===== config.mk =====
export PLATFORM = sky130hd
export DESIGN_NAME = simplez_core
export DESIGN_NICKNAME = d
export VERILOG_FILES = /design/src/rtl/simplez_core.sv
export SDC_FILE = /design/constraint.sdc
export NUM_CORES = 1
export LEC_CHECK = 0
export BUFFER_PORTS_ARGS = -buffer_cell sky130_fd_sc_hd__clkbuf_2
export CAP_MARGIN = 30
export CORE_UTILIZATION = 50
export DETAILED_ROUTE_END_ITERATION = 16
export PLACE_DENSITY = 0.7
export SLEW_MARGIN = 20
export SYNTH_ARGS = -nofsm -noshare
export SYNTH_HDL_FRONTEND = slang
export SYNTH_SLANG_ARGS = --single-unit

===== constraint.sdc =====
create_clock -name clk -period 3.3 [get_ports clk]
set_input_delay 0.495 -clock clk [delete_from_list [all_inputs] [get_ports clk]]
set_output_delay 0.495 -clock clk [all_outputs]
set_load 0.1 [all_outputs]

===== src/rtl/simplez_core.sv =====
// simplez_core: Simplez processor core with eight-instruction set plus WAIT.
// Runs from an external single-port RAM with a registered read (data is valid
// one cycle after the address is presented). One memory-mapped output register
// is located at IO_ADDR.
//
// Ports:
//   clk        system clock, rising edge
//   rstn_ini   asynchronous active-low reset
//   mem_addr   memory address, combinational from state
//   mem_wdata  memory write data (always the accumulator)
//   mem_we     memory write enable, the write happens at the rising edge
//   mem_rdata  memory read data, one cycle after mem_addr
//   io_out     output register written by ST to IO_ADDR
//   io_strobe  one-cycle pulse following an io_out update
//   acc        accumulator
//   zero       Z flag
//   stop       high once HALT has executed
module simplez_core #(
  parameter int unsigned AW         = 9,
  parameter int unsigned DW         = 12,
  parameter int unsigned WAIT_DELAY = 2400000,
  parameter int unsigned IO_ADDR    = 2**AW - 1
) (
  input  logic          clk,
  input  logic          rstn_ini,
  output logic [AW-1:0] mem_addr,
  output logic [DW-1:0] mem_wdata,
  output logic          mem_we,
  input  logic [DW-1:0] mem_rdata,
  output logic [DW-1:0] io_out,
  output logic          io_strobe,
  output logic [DW-1:0] acc,
  output logic          zero,
  output logic          stop
);

  typedef enum logic [2:0] {
    S_FETCH, S_DECODE, S_EXEC1, S_EXEC2, S_WAITING, S_HALTED
  } state_t;

  typedef enum logic [2:0] {
    OP_ST, OP_LD, OP_ADD, OP_BR, OP_BZ, OP_CLR, OP_DEC, OP_EXT
  } op_t;

  localparam logic [AW-1:0] IO_CD     = AW'(IO_ADDR);
  localparam logic [31:0]   WAIT_LOAD = 32'(WAIT_DELAY - 1);

  state_t        state, state_nxt;
  logic [AW-1:0] pc;
  logic [DW-1:0] ri;
  logic [31:0]   wcnt;

  op_t           op;
  logic [AW-1:0] cd;
  logic          is_wait;
  logic          st_io;
  logic [DW-1:0] acc_dec;
  logic [DW-1:0] acc_sum;
  logic          unused_ri;

  assign op        = op_t'(ri[DW-1 -: 3]);
  assign cd        = ri[AW-1:0];
  // extended opcodes are 0xE (HALT) and 0xF (WAIT): the low COE bit selects
  assign is_wait   = ri[DW-4];
  assign st_io     = (cd == IO_CD);
  assign acc_dec   = acc - DW'(1);
  assign acc_sum   = acc + mem_rdata;
  assign mem_wdata = acc;
  assign stop      = (state == S_HALTED);
  assign unused_ri = ^ri;

  always_ff @(posedge clk or negedge rstn_ini) begin
    if (!rstn_ini) state <= S_FETCH;
    else           state <= state_nxt;
  end

  always_comb begin
    state_nxt = state;
    mem_addr  = pc;
    mem_we    = 1'b0;
    case (state)
      S_FETCH:  state_nxt = S_DECODE;
      S_DECODE: state_nxt = S_EXEC1;
      S_EXEC1: begin
        state_nxt = S_FETCH;
        case (op)
          OP_ST: begin
            mem_addr = cd;
            mem_we   = !st_io;
          end
          OP_LD, OP_ADD: begin
            mem_addr  = cd;
            state_nxt = S_EXEC2;
          end
          OP_EXT:  state_nxt = is_wait ? S_WAITING : S_HALTED;
          default: state_nxt = S_FETCH;
        endcase
      end
      S_EXEC2:   state_nxt = S_FETCH;
      S_WAITING: if (wcnt == '0) state_nxt = S_FETCH;
      S_HALTED:  state_nxt = S_HALTED;
      default:   state_nxt = S_FETCH;
    endcase
  end

  always_ff @(posedge clk or negedge rstn_ini) begin
    if (!rstn_ini) begin
      pc        <= '0;
      ri        <= '0;
      acc       <= '0;
      zero      <= 1'b1;
      wcnt      <= '0;
      io_out    <= '0;
      io_strobe <= 1'b0;
    end else begin
      io_strobe <= 1'b0;
      case (state)
        S_DECODE: begin
          ri <= mem_rdata;
          pc <= pc + AW'(1);
        end
        S_EXEC1: begin
          case (op)
            OP_ST: if (st_io) begin
              io_out    <= acc;
              io_strobe <= 1'b1;
            end
            OP_BR:  pc <= cd;
            OP_BZ:  if (zero) pc <= cd;
            OP_CLR: begin
              acc  <= '0;
              zero <= 1'b1;
            end
            OP_DEC: begin
              acc  <= acc_dec;
              zero <= (acc_dec == '0);
            end
            OP_EXT: if (is_wait) wcnt <= WAIT_LOAD;
            default: ;
          endcase
        end
        // only LD and ADD reach EXEC2
        S_EXEC2: begin
          if (op == OP_LD) begin
            acc  <= mem_rdata;
            zero <= (mem_rdata == '0);
          end else begin
            acc  <= acc_sum;
            zero <= (acc_sum == '0);
          end
        end
        S_WAITING: if (wcnt != '0) wcnt <= wcnt - 32'd1;
        default: ;
      endcase
    end
  end

endmodule


# ---- After elaboration in Yosys (flattened, before gate mapping)
# Index checks and enable logic that the tools add are counted.
dict set report word_totals {
  register_bits 82
  latch_bits 0
  ramBits 0
  romBits 0
  inputBits 14
  output_inout_bits 49
  n_memories 0
}
dict set report op_classes {
  add_sub_neg 4
  mul 0
  n_div 0
  order_cmp 0
  n_eq_ne 20
  shifts 0
  muxes 24
  bitwise_logic 0
  reduce_logical 17
}
# op count
set op_table {}
lappend op_table {{32-bit 2-to-1 mux} 3}
lappend op_table {{32-bit case mux with 2 select lines} 1}
lappend op_table {{12-bit case mux with 2 select lines} 2}
lappend op_table {{12-bit logical NOT} 3}
lappend op_table {{9-bit case mux with 2 select lines} 2}
lappend op_table {{32-bit logical NOT} 1}
lappend op_table {{32-bit nonzero test} 1}
lappend op_table {{32-bit by 1-bit subtractor with 32-bit output (second input constant)} 1}
lappend op_table {{9-bit 2-to-1 mux} 3}
lappend op_table {{3-bit == test (second input constant)} 6}
lappend op_table {{3-bit case mux with 5 select lines} 1}
lappend op_table {{12-bit adder} 1}
lappend op_table {{3-bit by 2-bit == test with 1-bit output (second input constant)} 4}
lappend op_table {{12-bit 2-to-1 mux} 1}
lappend op_table {{12-bit by 1-bit subtractor with 12-bit output (second input constant)} 1}
lappend op_table {{9-bit by 1-bit adder with 9-bit output (second input constant)} 1}
lappend op_table {{9-bit == test (second input constant)} 1}
lappend op_table {{2-bit inequality test (second input constant)} 4}
lappend op_table {{1-bit 2-to-1 mux} 7}
lappend op_table {{3-bit by 1-bit == test with 1-bit output (second input constant)} 2}
lappend op_table {{3-bit logical NOT} 2}
lappend op_table {{3-bit by 1-bit inequality test with 1-bit output (second input constant)} 2}
lappend op_table {{3-bit case mux with 2 select lines} 1}
lappend op_table {{3-bit AND reduction} 2}
lappend op_table {{other kinds (9)} 12}

# ---- Logic depth before layout (Yosys ltp)
dict set report depth {
  depth_word 4
  depth_mapped 10
  ltp_nobuf 9
}

# ---- Worst setup path after synthesis
# OpenSTA, ideal clock, no wires.
dict set report synth_path {
  path_type {reg2reg}
  startpoint {register acc[0]}
  endpoint {register zero}
  setup_ps 94
  arrival_ps 3352
  required_time_ps 3206
  path_slack_ps -147
  path_stages_with_launch 10
  path_buffers 0
  synth_period_minus_slack_ps 3447
  path_cell_list {dfrtp_1 > ha_1 > fa_1 > a211oi_2 > o21ai_2 > a21boi_2 > xnor2_1 > or4_1 > or4_1 > a311oi_1}
}
dict set report synth_via {
  elab_chain_cells 4
  word_cells_on_any_way 7
  classes_between {2 x add/sub; 3 x mux; 2 x reduce/logical}
}
# item line_no
set synth_rtl {}
lappend synth_rtl {{start, declared} 32} ;# output logic [DW-1:0] acc,
lappend synth_rtl {{start signal, assigned} 145} ;# acc <= mem_rdata;
lappend synth_rtl {{start signal, assigned} 148} ;# acc <= acc_sum;
lappend synth_rtl {{12-bit by 1-bit subtractor with 12-bit output or 12-bit adder (tied branches)} {66, 67}}
lappend synth_rtl {{12-bit logical NOT (on tied branches)} {136, 149}}
lappend synth_rtl {{1-bit case mux with 2 select lines or 1-bit 2-to-1 mux (tied branches)} {123, 144}}
lappend synth_rtl {{1-bit case mux with 2 select lines (*)} 117} ;# case (state)
lappend synth_rtl {{end signal, assigned} 136} ;# zero <= (acc_dec == '0);
lappend synth_rtl {{end signal, assigned} 146} ;# zero <= (mem_rdata == '0);
lappend synth_rtl {{end signal, assigned} 149} ;# zero <= (acc_sum == '0);
lappend synth_rtl {{end, declared} 33} ;# output logic zero,
# Every way passes the cells marked *; elsewhere a longest branch is shown, timed or not.
# A chain may end at the register's enable or synchronous reset.

# ---- Worst setup path in the final report
# Ends and elaborated chain as after synthesis.

==> run summary <==
R2r worst-path depth -> 9
Critical path endpoint category -> flop
Max-slew violations -> 0
Yosys top cell by area -> dfrtp_1
Starting Density -> 51.6%
Slew HR -> 48.0%
Crit path depth -> 9
R2R Path End -> zero
Initial antenna violation count -> 0
Final ANT Viol Nets -> 0
CTS tree -> built
Flop-to-flop setup slack -> 0.24 ns
Setup tns final -> 0 ns
Critical path class -> reg2reg
Critical Path Most Common Cell -> or4_1
Worst Setup SP -> acc[0]
Least-Margin Pin Slew -> 0.780 ns
#FFs+latches synth -> 82
YS warnings -> 0
CTS Root Cell -> clkbuf_8
Routed via count -> 4,942
Final worst path period share -> 92.8%
NumNets Final -> 707
Arr. time, crit path -> 3.34 ns
DR vias/cell -> 6.05
DRC -> 0
Asr flop ratio synth -> 100%
RSZ-0062 raised after global routing -> no
Hold Path Class -> in2async
Post-synth EDFFs -> 0
Core ar. -> 10,300 sq um
Netlist cell types -> 68
CP max-delay cell -> or4_1
Mapped Avg Cell Area -> 8.46 sq um
Clock Path Buffers -> 2
Fin Clk Skew -> 0.00999 ns
Largest net degree at the start of global routing -> 44
Worst-path clk slew -> 0.09 ns
Insertion delay to the later sink of the worst-skew pair -> 0.36 ns
Number of buffers inserted by port buffering -> 62
Die Area -> 11,000 sq um
DIE WIDTH -> 105 um
Worst-path fanout max -> 9
Total CTS buffers -> 9
Post-DP HPWL -> 10.2 mm
Area growth from synthesis to layout -> 11.6%
Share of the synthesized area in the top cell type -> 38.3%
WL final -> 14.1 mm
Reg2reg start -> acc[0]
Row count -> 37
Clock Sinks -> 82
Outcome -> completed
Drt first pass iters -> 5
Final Hold Vio Count -> 0
Max Cap Viol -> 0
Total GRT Usage -> 27.0%
Vias in the first global route -> 4,874
Req. time, crit path -> 3.58 ns
Fin crit period -> 3.06 ns
Fmax -> 0.326 GHz
CP cell instances -> ha_1 > fa_2 > a211oi_2 > o21ai_2 > a21boi_2 > xnor2_1 > or4_1 > or4_1 > a311oi_1
N_diodes -> 0
Critical path's top delay family -> simple AND/OR/NAND/NOR gates
Gpl congestion -> 0.860
Overflow after GRT -> 0
Post-Syn Area -> 5300 sq um
Sequential fraction of the synthesis area -> 38.7%
Top Ports -> 63
Share of layout cells above drive strength 1 -> 19.5%
Htree depth -> 3
Syn Inst Count -> 626
Die Height -> 105 um
Worst Setup EP -> zero
Largest cells by area after synthesis -> dfrtp_1 38%, nand2_1 5.5%, a21oi_1 4.9%
CP peak stage delay -> 0.50 ns
Routed wire per std cell -> 17.2 um
Main synth FF type -> dfrtp_1
Syn nets -> 657
Buffers & Inverters on Critical Path -> 0
Post-CTS Hold Buffers -> 0
Startpoint Class -> flop
Final setup fails -> 0
Iteration-0 DRC Markers -> 281
First-pass GRT wire length -> 23.7 mm
worst reg2reg max path, cell delays in order (launching register included):
cell and delay, ns:
dfrtp_2 0.48, ha_1 0.26, fa_2 0.39, a211oi_2 0.29
o21ai_2 0.11, a21boi_2 0.14, xnor2_1 0.09, or4_1 0.50
or4_1 0.48, a311oi_1 0.26
routing by layer:
| layer | up-vias | part of all wire [%] | GRT usage (%) |
|---|---|---|---|
| li1 | 2369 | - | - |
| met3 | 29 | 4.1 | 4.12 |
| met2 | 138 | 50 | 45.0 |
| met5 | - | 0 | 0 |
| met1 | 2406 | 44 | 34.9 |
| met4 | 0 | 2.4 | 11.5 |
flip-flops by register name, indices dropped and copies added, names as in the netlist:
name,cells
acc,12
io_out,12
io_strobe,1
pc,9
ri,12
state,3
wcnt,32
zero,1
cells in the final DEF, fill, tap and decap left out, types with 8 or more instances in the layout:
master    instances
a21oi_1          52
a31oi_1           8
buf_4            16
clkbuf_2         61
clkbuf_8         10
dfrtp_1          78
ha_1             16
inv_1            15
mux2_2           19
nand2_1          78
nand3_1          20
nor2_1           53
nor3_1           28
o21ai_0          27
o21ai_1          48
cell type report:
| class | count | area, sq um |
|---|---|---|
| fillers | 973 | 4360 |
| multi-input cells | 490 | 2980 |
| flip-flops and latches | 82 | 2060 |
| repair buffers | 77 | 425 |
| well taps | 136 | 170 |
| clock buffers | 10 | 138 |
| clock inverters | 6 | 88.8 |
| inverters | 16 | 60.1 |
cells by family after synthesis:
kind of cell / Yosys count / synth area share (%)
AND/OR/NAND/NOR: 245 / 23.2
adder cells (fa/ha/maj): 17 / 4.16
multiplexers: 23 / 4.79
buffers and inverters: 54 / 5.22
flip-flops: 82 / 38.7
XOR/XNOR: 12 / 1.98
AO/OA/AOI/OAI: 193 / 21.9
timing repair:
action                                  in CTS  in global routing
setup buffers                                0                  0
hold endpoints to repair                     0                  0
endpoints found under the setup margin       0                  1
resized for setup                            0                  1
cell usage after synthesis, drive strengths merged, types with 15 or more instances:
master / n
dfrtp: 81
nand2: 79
o21ai: 76
a21oi: 53
nor2: 53
nor3: 28
clkbuf: 20
nand3: 20
mux2: 19
buf: 18
ha: 16
inv: 15
metrics by stage:
stage / cell area (sq um) / hold slack, ns / utilization (%) / setup slack (ns) / std cells
2_1_floorplan: 5300 / 0.199 / - / 0.00768 / 626
3_3_place_gp: 5690 / 0.451 / 55.3 / 0.119 / 801
3_5_place_dp: 5690 / 0.466 / 55.3 / 0.0474 / 801
4_1_cts: 5910 / 0.117 / 57.5 / 0.182 / 817
5_1_grt: 5920 / 0.137 / 57.6 / 0.0365 / 817
6_report: 5920 / 0.106 / 57.6 / 0.237 / 817
worst min path at each step:
stage | cells after the start | startpoint | slack (ns) | endpoint
final | 1 | rstn_ini | 0.11 | pc[6]
after global routing | 1 | rstn_ini | 0.14 | pc[6]
after CTS | 1 | rstn_ini | 0.12 | pc[6]
after detailed placement | 2 | io_out[6] | 0.47 | io_out[6]
after global placement | 1 | wcnt[31] | 0.45 | wcnt[31]
after floorplan | 0 | rstn_ini | 0.20 | acc[0]
Power is left out: the tool's default activity adds up to more than one toggle a clock period on the data nets, which glitch-free logic cannot reach.
